$ cat src/rtl/uart_alu_sequencer_pkg.sv
// Shared definitions for the UART/ALU sequencer: opcode constants (also used by the ALU),
// FSM state encoding and the opcode validity helper.
package uart_alu_sequencer_pkg;

    localparam int N_BITS_OP_DEFAULT = 6;

    localparam logic [5:0] OP_ADD = 6'b100000;
    localparam logic [5:0] OP_SUB = 6'b100010;
    localparam logic [5:0] OP_AND = 6'b100100;
    localparam logic [5:0] OP_OR  = 6'b100101;
    localparam logic [5:0] OP_XOR = 6'b100110;
    localparam logic [5:0] OP_NOR = 6'b100111;
    localparam logic [5:0] OP_SRA = 6'b000011;
    localparam logic [5:0] OP_SRL = 6'b000010;

    typedef enum logic [2:0] {
        ST_WAIT_A  = 3'd0,
        ST_WAIT_B  = 3'd1,
        ST_WAIT_OP = 3'd2,
        ST_EXEC    = 3'd3,
        ST_SEND    = 3'd4,
        ST_WAIT_TX = 3'd5
    } state_t;

    function automatic logic isValidOp(input logic [5:0] op);
        case (op)
            OP_ADD, OP_SUB, OP_AND, OP_OR,
            OP_XOR, OP_NOR, OP_SRA, OP_SRL: return 1'b1;
            default:                        return 1'b0;
        endcase
    endfunction

endpackage

$ cat src/rtl/uart_alu_sequencer_if.sv
// Bundle of the receiver, transmitter and ALU signals seen by the sequencer.
// The slave modport is the sequencer side; master is the surrounding UART/ALU side.
interface uart_alu_sequencer_if #(
    parameter int N_BITS_DATA = 8,
    parameter int N_BITS_OP   = uart_alu_sequencer_pkg::N_BITS_OP_DEFAULT
);

    logic                   rx_done_tick_i;
    logic [N_BITS_DATA-1:0] rx_data_i;
    logic                   tx_done_tick_i;
    logic [N_BITS_DATA-1:0] alu_result_i;
    logic [N_BITS_DATA-1:0] alu_a_o;
    logic [N_BITS_DATA-1:0] alu_b_o;
    logic [N_BITS_OP-1:0]   alu_op_o;
    logic [N_BITS_DATA-1:0] tx_data_o;
    logic                   tx_start_o;
    logic                   busy_o;
    logic                   err_op_o;
    logic                   err_ovr_o;
    logic                   err_tmo_o;

    modport slave (
        input  rx_done_tick_i, rx_data_i, tx_done_tick_i, alu_result_i,
        output alu_a_o, alu_b_o, alu_op_o, tx_data_o, tx_start_o,
               busy_o, err_op_o, err_ovr_o, err_tmo_o
    );

    modport master (
        output rx_done_tick_i, rx_data_i, tx_done_tick_i, alu_result_i,
        input  alu_a_o, alu_b_o, alu_op_o, tx_data_o, tx_start_o,
               busy_o, err_op_o, err_ovr_o, err_tmo_o
    );

endinterface

$ cat src/rtl/uart_alu_sequencer_timeout.sv
// Inter-byte timeout counter. Saturating; a TIMEOUT_CYCLES of 0 never expires,
// so the FSM does not need to know about the disabled case.
module byte_timeout_counter #(
    parameter int TIMEOUT_CYCLES = 50000000
) (
    input  logic clock,
    input  logic reset,
    input  logic clear,
    input  logic enable,
    output logic expired
);

    localparam int W = (TIMEOUT_CYCLES > 0) ? $clog2(TIMEOUT_CYCLES + 1) : 1;
    localparam logic [W-1:0] LIMIT = (TIMEOUT_CYCLES > 0) ? W'(TIMEOUT_CYCLES - 1) : '0;

    logic [W-1:0] r_count;

    always_ff @(posedge clock) begin
        if (reset) begin
            r_count <= '0;
        end else if (clear) begin
            r_count <= '0;
        end else if (enable && (r_count != '1)) begin
            r_count <= r_count + W'(1);
        end
    end

    assign expired = (TIMEOUT_CYCLES > 0) && enable && (r_count == LIMIT);

endmodule

$ cat src/rtl/uart_alu_sequencer.sv
// Sequencer between UART rx/tx and the ALU: collects A, B, opcode, runs the ALU,
// sends the result, and flags bad opcodes, overruns and inter-byte timeouts.
module uart_alu_sequencer
    import uart_alu_sequencer_pkg::*;
#(
    parameter int N_BITS_DATA    = 8,
    parameter int N_BITS_OP      = N_BITS_OP_DEFAULT,
    parameter int TIMEOUT_CYCLES = 50000000
) (
    input  logic                 clock,
    input  logic                 reset,
    uart_alu_sequencer_if.slave  bus
);

    state_t                 r_state;
    logic [N_BITS_DATA-1:0] r_alu_a;
    logic [N_BITS_DATA-1:0] r_alu_b;
    logic [N_BITS_OP-1:0]   r_alu_op;
    logic [N_BITS_DATA-1:0] r_tx_data;
    logic                   r_tx_start;
    logic                   r_busy;
    logic                   r_err_op;
    logic                   r_err_ovr;
    logic                   r_err_tmo;

    logic w_rx_tick;
    logic w_op_valid;
    logic w_tmo_enable;
    logic w_tmo_clear;
    logic w_tmo_expired;

    assign w_rx_tick  = bus.rx_done_tick_i;
    assign w_op_valid = (bus.rx_data_i[N_BITS_DATA-1:N_BITS_OP] == '0)
                     && isValidOp(6'(bus.rx_data_i[N_BITS_OP-1:0]));

    // The counter only runs while a frame is partially collected; any accepted byte restarts it.
    assign w_tmo_enable = (r_state == ST_WAIT_B) || (r_state == ST_WAIT_OP);
    assign w_tmo_clear  = !w_tmo_enable || w_rx_tick;

    byte_timeout_counter #(
        .TIMEOUT_CYCLES(TIMEOUT_CYCLES)
    ) u_timeout (
        .clock  (clock),
        .reset  (reset),
        .clear  (w_tmo_clear),
        .enable (w_tmo_enable),
        .expired(w_tmo_expired)
    );

    always_ff @(posedge clock) begin
        if (reset) begin
            r_state    <= ST_WAIT_A;
            r_alu_a    <= '0;
            r_alu_b    <= '0;
            r_alu_op   <= '0;
            r_tx_data  <= '0;
            r_tx_start <= 1'b0;
            r_busy     <= 1'b0;
            r_err_op   <= 1'b0;
            r_err_ovr  <= 1'b0;
            r_err_tmo  <= 1'b0;
        end else begin
            r_tx_start <= 1'b0;
            r_err_op   <= 1'b0;
            r_err_ovr  <= 1'b0;
            r_err_tmo  <= 1'b0;
            case (r_state)
                ST_WAIT_A: begin
                    if (w_rx_tick) begin
                        r_alu_a <= bus.rx_data_i;
                        r_state <= ST_WAIT_B;
                        r_busy  <= 1'b1;
                    end
                end
                ST_WAIT_B: begin
                    if (w_rx_tick) begin
                        r_alu_b <= bus.rx_data_i;
                        r_state <= ST_WAIT_OP;
                    end else if (w_tmo_expired) begin
                        r_err_tmo <= 1'b1;
                        r_state   <= ST_WAIT_A;
                        r_busy    <= 1'b0;
                    end
                end
                ST_WAIT_OP: begin
                    if (w_rx_tick) begin
                        if (w_op_valid) begin
                            r_alu_op <= bus.rx_data_i[N_BITS_OP-1:0];
                            r_state  <= ST_EXEC;
                        end else begin
                            r_err_op <= 1'b1;
                            r_state  <= ST_WAIT_A;
                            r_busy   <= 1'b0;
                        end
                    end else if (w_tmo_expired) begin
                        r_err_tmo <= 1'b1;
                        r_state   <= ST_WAIT_A;
                        r_busy    <= 1'b0;
                    end
                end
                ST_EXEC: begin
                    r_tx_data  <= bus.alu_result_i;
                    r_tx_start <= 1'b1;
                    r_err_ovr  <= w_rx_tick;
                    r_state    <= ST_SEND;
                end
                ST_SEND: begin
                    r_err_ovr <= w_rx_tick;
                    r_state   <= ST_WAIT_TX;
                end
                // A byte arriving here is dropped even if the transmit completes in the same cycle.
                ST_WAIT_TX: begin
                    r_err_ovr <= w_rx_tick;
                    if (bus.tx_done_tick_i) begin
                        r_state <= ST_WAIT_A;
                        r_busy  <= 1'b0;
                    end
                end
                default: begin
                    r_state <= ST_WAIT_A;
                    r_busy  <= 1'b0;
                end
            endcase
        end
    end

    assign bus.alu_a_o    = r_alu_a;
    assign bus.alu_b_o    = r_alu_b;
    assign bus.alu_op_o   = r_alu_op;
    assign bus.tx_data_o  = r_tx_data;
    assign bus.tx_start_o = r_tx_start;
    assign bus.busy_o     = r_busy;
    assign bus.err_op_o   = r_err_op;
    assign bus.err_ovr_o  = r_err_ovr;
    assign bus.err_tmo_o  = r_err_tmo;

endmodule

$ cat src/flat_wrapper.sv
// flat-port wrapper written by rule: the top's interface ports become plain ports
module uart_alu_sequencer_flat import uart_alu_sequencer_pkg::*;
#(
    parameter int N_BITS_DATA    = 8,
    parameter int N_BITS_OP      = N_BITS_OP_DEFAULT,
    parameter int TIMEOUT_CYCLES = 50000000
)
  (clock, reset, bus_rx_done_tick_i, bus_rx_data_i, bus_tx_done_tick_i, bus_alu_result_i, bus_alu_a_o, bus_alu_b_o, bus_alu_op_o, bus_tx_data_o, bus_tx_start_o, bus_busy_o, bus_err_op_o, bus_err_ovr_o, bus_err_tmo_o);
  uart_alu_sequencer_if #(.N_BITS_DATA(N_BITS_DATA), .N_BITS_OP(N_BITS_OP)) bus_i ();
  input  logic clock;
  input  logic reset;
  input wire logic [$bits(bus_i.rx_done_tick_i)-1:0] bus_rx_done_tick_i;
  input wire logic [$bits(bus_i.rx_data_i)-1:0] bus_rx_data_i;
  input wire logic [$bits(bus_i.tx_done_tick_i)-1:0] bus_tx_done_tick_i;
  input wire logic [$bits(bus_i.alu_result_i)-1:0] bus_alu_result_i;
  output wire logic [$bits(bus_i.alu_a_o)-1:0] bus_alu_a_o;
  output wire logic [$bits(bus_i.alu_b_o)-1:0] bus_alu_b_o;
  output wire logic [$bits(bus_i.alu_op_o)-1:0] bus_alu_op_o;
  output wire logic [$bits(bus_i.tx_data_o)-1:0] bus_tx_data_o;
  output wire logic [$bits(bus_i.tx_start_o)-1:0] bus_tx_start_o;
  output wire logic [$bits(bus_i.busy_o)-1:0] bus_busy_o;
  output wire logic [$bits(bus_i.err_op_o)-1:0] bus_err_op_o;
  output wire logic [$bits(bus_i.err_ovr_o)-1:0] bus_err_ovr_o;
  output wire logic [$bits(bus_i.err_tmo_o)-1:0] bus_err_tmo_o;
  assign bus_i.rx_done_tick_i = bus_rx_done_tick_i;
  assign bus_i.rx_data_i = bus_rx_data_i;
  assign bus_i.tx_done_tick_i = bus_tx_done_tick_i;
  assign bus_i.alu_result_i = bus_alu_result_i;
  assign bus_alu_a_o = bus_i.alu_a_o;
  assign bus_alu_b_o = bus_i.alu_b_o;
  assign bus_alu_op_o = bus_i.alu_op_o;
  assign bus_tx_data_o = bus_i.tx_data_o;
  assign bus_tx_start_o = bus_i.tx_start_o;
  assign bus_busy_o = bus_i.busy_o;
  assign bus_err_op_o = bus_i.err_op_o;
  assign bus_err_ovr_o = bus_i.err_ovr_o;
  assign bus_err_tmo_o = bus_i.err_tmo_o;
  uart_alu_sequencer #(.N_BITS_DATA(N_BITS_DATA), .N_BITS_OP(N_BITS_OP), .TIMEOUT_CYCLES(TIMEOUT_CYCLES)) u_core (.clock(clock), .reset(reset), .bus(bus_i));
endmodule
$ cat config.mk
export PLATFORM = sky130hd
export DESIGN_NAME = uart_alu_sequencer_flat
export DESIGN_NICKNAME = d
export VERILOG_FILES = /design/src/rtl/uart_alu_sequencer_pkg.sv /design/src/rtl/uart_alu_sequencer_if.sv /design/src/rtl/uart_alu_sequencer_timeout.sv /design/src/rtl/uart_alu_sequencer.sv /design/src/flat_wrapper.sv
export SDC_FILE = /design/constraint.sdc
export NUM_CORES = 1
export LEC_CHECK = 0
export ABC_CLOCK_PERIOD_IN_PS = 2600
export CAP_MARGIN = 20
export CORE_MARGIN = 10
export CORE_UTILIZATION = 50
export CTS_CLUSTER_SIZE = 16
export DETAILED_ROUTE_END_ITERATION = 8
export PLACE_DENSITY = 0.83
export SETUP_SLACK_MARGIN = 0.05
export SLEW_MARGIN = 40
export SYNTH_ARGS = -nofsm -noshare
export SYNTH_HDL_FRONTEND = slang
export SYNTH_HIERARCHICAL = 1
export SYNTH_SLANG_ARGS = --single-unit
$ cat constraint.sdc
create_clock -name clock -period 2.6 [get_ports clock]
set_input_delay 0.52 -clock clock [delete_from_list [all_inputs] [get_ports clock]]
set_output_delay 0.52 -clock clock [all_outputs]
set_load 0.05 [all_outputs]
### Word-level counts from Yosys, hierarchy flattened

Cells that the tools add are included.

* magnitude comparators: 0
* multiplexer cells: 18
* shift operators: 0
* div/mod/pow operators: 0
* add/subtract/negate cells: 1
* equal/unequal tests: 19
* reductions and logical operators: 21
* bitwise gates (word level): 5
* multipliers: 0

Operators with widths (count)
* 6-bit == test, second input constant: 6
* 26-bit by 1-bit adder with 26-bit output, second input constant: 1
* 26-bit == test, second input constant: 1
* 26-bit inequality test, second input constant: 1
* 3-bit one-hot mux with 6 select lines: 1
* 3-bit two-way mux: 5
* 6-bit by 2-bit == test with 1-bit output, second input constant: 2
* 1-bit two-way mux: 10
* 3-bit OR reduction: 3
* 2-bit OR reduction: 4
* 8-bit OR reduction: 1
* 3-bit by 2-bit == test with 1-bit output, second input constant: 2
* 3-bit == test, second input constant: 2
* 2-bit inequality test, second input constant: 3
* 2-bit AND reduction: 3
* 1-bit NOT: 5
* 1-bit one-hot mux with 5 select lines: 1
* 5-bit AND reduction: 1
* 3-bit by 1-bit == test with 1-bit output, second input constant: 1
* 1-bit logical AND: 3
* 3-bit zero test: 1
* 3-bit inequality test, second input constant: 1
* 3-bit AND reduction: 1
* 2-bit zero test: 1
* 3 further kinds: 4

* input bits: 20
* output and inout port bits: 35
* bits in read-only memories: 0
* memories: 0
* word-level logic and storage cells: 75
* register bits: 64
* bits in writable memories: 0
* latch bits: 0

### Longest topological paths before layout

* word-level depth: 7
* gate-level depth with buffers: 10
* mapped depth without buffers: 9

### Modules after synthesis

Netlist, hierarchy kept.

By module, submodules not included
* uart_alu_sequencer: cells an instance 182, instances 1, seq. area each 760.7 um^2, area each 1507.7 um^2
* byte_timeout_counter: cells an instance 171, instances 1, seq. area each 520.5 um^2, area each 1390.1 um^2

### Least setup slack after synthesis

No wires, ideal clock.

* path kind: register to register
* start point: register u_core.r_state[0]
* end point: register u_core.u_timeout.r_count[11]
* required time: 2.529 ns
* clock period less this slack: 2.324 ns
* stages on the path, launching flop included: 9
* setup slack: 0.276 ns
* buffers on the path: 1
* setup time: 0.071 ns
* arrival: 2.254 ns
* path through: dfxtp_1 clkbuf_1 nor2b_1 nor2_1 nor2_1 inv_1 or4_4 or4_1 a21oi_1

* longest elaborated chain between the ends: 5
* elaborated cells on any way between the ends: 7
* those cells by class: 2 x eq/ne; 5 x reduce/logical

Ends and longest elaborated chain
* start: declaration: line uart_alu_sequencer.sv:15 `state_t r_state;`
* start signal: assignment: line uart_alu_sequencer.sv:52 `r_state <= ST_WAIT_A;`
* start signal: assignment: line uart_alu_sequencer.sv:71 `r_state <= ST_WAIT_B;`
* start signal: assignment: line uart_alu_sequencer.sv:78 `r_state <= ST_WAIT_OP;`
* 3-bit by 1-bit == test with 1-bit output / 3-bit by 2-bit == test with 1-bit output (equally long branches): line uart_alu_sequencer.sv:37 `assign w_tmo_enable = (r_state == ST_WAIT_B) || (r_state == ST_WAIT_OP);`
* 1-bit logical OR (*): line uart_alu_sequencer.sv:37
* net u_core.w_tmo_enable: line uart_alu_sequencer.sv:28 `logic w_tmo_enable;`
* 1-bit zero test: line uart_alu_sequencer.sv:38 `assign w_tmo_clear = !w_tmo_enable || w_rx_tick;`
* 1-bit logical OR: line uart_alu_sequencer.sv:38
* 2-bit OR reduction (no source line)
* end signal: assignment: line uart_alu_sequencer_timeout.sv:24 `r_count <= r_count + W'(1);`
* end: declaration: line uart_alu_sequencer_timeout.sv:16 `logic [W-1:0] r_count;`

The timed path passes the listed nets; every way through them passes the cells marked *.
A chain may end at the register's enable or synchronous reset.

### Final worst setup path

* start point: register u_core.r_state[1]
* end point: register u_core.u_timeout.r_count[11]

Same word-level chain as after synthesis.

==> impl_metrics.csv <==
group,metric,value,unit
synth,yosysUniqueCellTypes,47,
cts,cts_made_buffers,9,
layout,layout_common_cells,"64 x dfxtp_1, 59 x nand2_1, 54 x clkdlybuf4s50_1, 51 x a21oi_1, 27 x nor2_1",
sta,worst_pin_slew,0.613,ns
synth,syn_inst,353,
cts,hold_buffers,0,
setup_path,cp.arrival,2.69,ns
setup_path,startpoint_type,"flip-flop",
pwr,power_leakage,1.29,nW
place,io_buffers,54,
die,start_util,52.0,%
run,max_cap_viol_count,0,
sta,fin_skew,0.00735,ns
die,row_count,27,
global_routing,grt_pass1_wl,12700,µm
sta,fmax,412,MHz
synth,synth_area_leader_cell,"dfxtp_1",
drt,drtIter0Drc,225,
layout,synthToLayoutAreaGrowth,30.3,%
layout,filler_cell_count,466,
pwr,combinationalPowerShare,10.3,%
synth,synth_nets,374,
sta,slew_headroom,59.0,%
synth,yosysWarnings,6,
cts,clock_path_buffers,2,
sta,setup-tns-final,0,ns
sta,timing.final.crit_share,93.4,%
sta,finalHoldViolCount,0,
pwr,p_seq_share,45.6,%
setup_path,crit_fanout,8,
setup_path,path_buf_inv,1,
drt,ant_nets,0,
synth,synth_area_leaders,"dfxtp_1 44%, a21oi_1 8.8%, nand2_1 7.6%",
global_routing,grt_pass1_vias,2718,
layout,layout.nets,433,
worst_hold_path,worstHoldPathType,"flip-flop to flip-flop",
setup_path,critPathCaptureType,"flip-flop",
sta,min_period,2.43,ns
drt,wl,7700,µm
setup_path,crit_path_top_delay_cell,"or4_4",
cts,cts_tree,"done",
die,dieArea,0.00924,mm²
global_routing,grt_use_total,16.9,%
setup_path,path_cells,"nor2b_1 > nor2_1 > nor2_1 > inv_1 > or4_4 > or4_1 > a21oi_1",
global_routing,grt_remaining_overflow,0,
synth,synth-edff-count,0,
sta,setup_violations,0,
drt,drc,0,
setup_path,cp_top_family,"simple AND/OR/NAND/NOR gates",
cts,clock-sinks,64,
die,die_h,96.1,µm
cts,htreeDepth,3,
pwr,p_total,0.00221,W
cts,cts-root-buf,"clkbuf_8",
place,dp.final_hpwl,5610,µm
sta,rsz0062_at_grt,"false",
place,gp_congestion,0.860,
cts,clkTransAtPathRegs,0.07,ns
drt,vias,2840,
synth,synth_area,0.00290,mm²
drt,wl_per_cell,15.7,µm
pwr,switching_share,24.2,%
setup_path,slowest_delay,0.57,ns
cts,clk_latency,0.34,ns
setup_path,required,2.86,ns
pwr,power.density,586,mW/mm²
synth,synth-async-reset-ratio,0,%
pwr,switchingPower,0.000536,W
synth,syn-mean-instance-area,8.21,µm²
synth,yosysTopAreaCellShare,44.2,%
pwr,internal-power,0.00167,W
global_routing,grt_start_max_net_pins,40,
layout,antenna_cells,0,
synth,synth-seq-cells,64,
setup_path,cpMostUsedCell,"nor2_1",
status,status,"finished, final reports clean",
layout,drive_gt1_share,10.1,%
die,boundaryPins,55,
pwr,power.clock.fraction,44.1,%
pwr,peakVddDrop,0.374,mV
synth,yosysSeqAreaShare,44.2,%
drt,first_pass_iters,5,
layout,layout_commonest_cell,"dfxtp_1",
die,core_area,0.00557,mm²
setup_path,crit_type,"flip-flop to flip-flop",
synth,synth-main-ff-cell,"dfxtp_1",
die,die_w,96.1,µm
drt,drt-vias-per-instance,5.81,
global_routing,antenna_found_initial,0,
sta,drv_slew,0,
-- kinds of logic after synthesis --
kind of cell	after synthesis	share of synthesized area, %
flops	64	44.2
fa+ha+maj	1	0.432
mux	6	2.07
compound gates	85	18.0
buf+inv	20	2.63
xor+xnor	5	1.51
simple gates	172	31.1
-- state kept, by name (all words and copies together) (netlist names) --
signal,cells
u_core/u_timeout/r_count,26
u_core/bus.alu_a_o,8
u_core/bus.err_op_o,1
u_core/bus.busy_o,1
u_core/bus.err_tmo_o,1
u_core/bus.alu_b_o,8
u_core/bus.alu_op_o,6
u_core/bus.err_ovr_o,1
u_core/r_state,3
u_core/bus.tx_data_o,8
u_core/bus.tx_start_o,1
-- cells in the mapped netlist (6+ instances only) --
library cell,number
mux2i_1,6
nand2_1,59
clkbuf_1,14
o21ai_0,8
nand3_1,15
a21oi_1,51
dfxtp_1,64
nor3_1,7
or3_1,9
nor2_1,28
nand4_1,9
-- power groups by stage --
| stage | sequential (W) | clock (W) | combinational [W] |
|---|---|---|---|
| after floorplan | 0.00108 | 0 | 0.0000775 |
| after global placement | 0.00103 | 0 | 0.000223 |
| after detailed placement | 0.00103 | 0 | 0.000226 |
| after CTS | 0.00101 | 0.000991 | 0.000228 |
| after global routing | 0.00101 | 0.00103 | 0.000245 |
| final | 0.00101 | 0.000975 | 0.000228 |
-- worst reg2reg max path: cells and delay by family, from the launching register on --
| kind | cells | cell delay, ns |
|---|---|---|
| compound gates | 1 | 0.15 |
| buf+inv | 1 | 0.15 |
| flops | 1 | 0.38 |
| simple gates | 5 | 1.68 |
-- metrics by stage --
| stage | worst slack, ns | cells | hold slack, ns | utilization [%] | instance area [µm²] |
|---|---|---|---|---|---|
| 2_1_floorplan | 0.276 | 353 | 0.452 | - | 2900 |
| 6_report | 0.171 | 489 | 0.457 | 67.7 | 3770 |
| 4_1_cts | 0.217 | 489 | 0.456 | 67.7 | 3770 |
| 5_1_grt | 0.0716 | 489 | 0.483 | 67.7 | 3770 |
| 3_5_place_dp | 0.195 | 473 | 0.446 | 63.5 | 3540 |
| 3_3_place_gp | 0.284 | 473 | 0.442 | 63.5 | 3540 |
-- final cells by class --
cell class | instances | area, µm² | share of cell area [%]
tap | 72 | 90.1 | 2.39
timing repair buffer | 64 | 616 | 16.3
inverter | 4 | 15.0 | 0.398
clock buffer | 11 | 151 | 4.01
multi-input combinational | 269 | 1540 | 40.9
clock inverter | 5 | 78.8 | 2.09
sequential | 64 | 1280 | 33.9
-- repair_timing --
action	in CTS	in global routing
gates resized for setup	0	1
hold endpoints to repair	0	0
setup buffers	0	0
setup endpoints to repair	0	1
-- routing by layer --
metal	wire length [µm]	vias up	part of all wire (%)	track usage, %
met5	0	-	0	0
met1	3440	1327	45	21.0
met4	201	0	2.6	9.71
met2	3560	102	46	26.6
li1	-	1388	-	-
met3	500	23	6.5	3.50
-- final timing paths --
kind	start	endpoint	slack [ns]	cells past startpoint
setup / recovery	u_core/r_state[1]	u_core/u_timeout/r_count[11]	0.17	7
hold / removal	u_core/bus.tx_data_o[7]	u_core/bus.tx_data_o[7]	0.46	2
setup reg to reg	u_core/r_state[1]	u_core/u_timeout/r_count[11]	0.17	7
hold reg to reg	u_core/bus.tx_data_o[7]	u_core/bus.tx_data_o[7]	0.46	2
(Power assumes the default switching activity.)
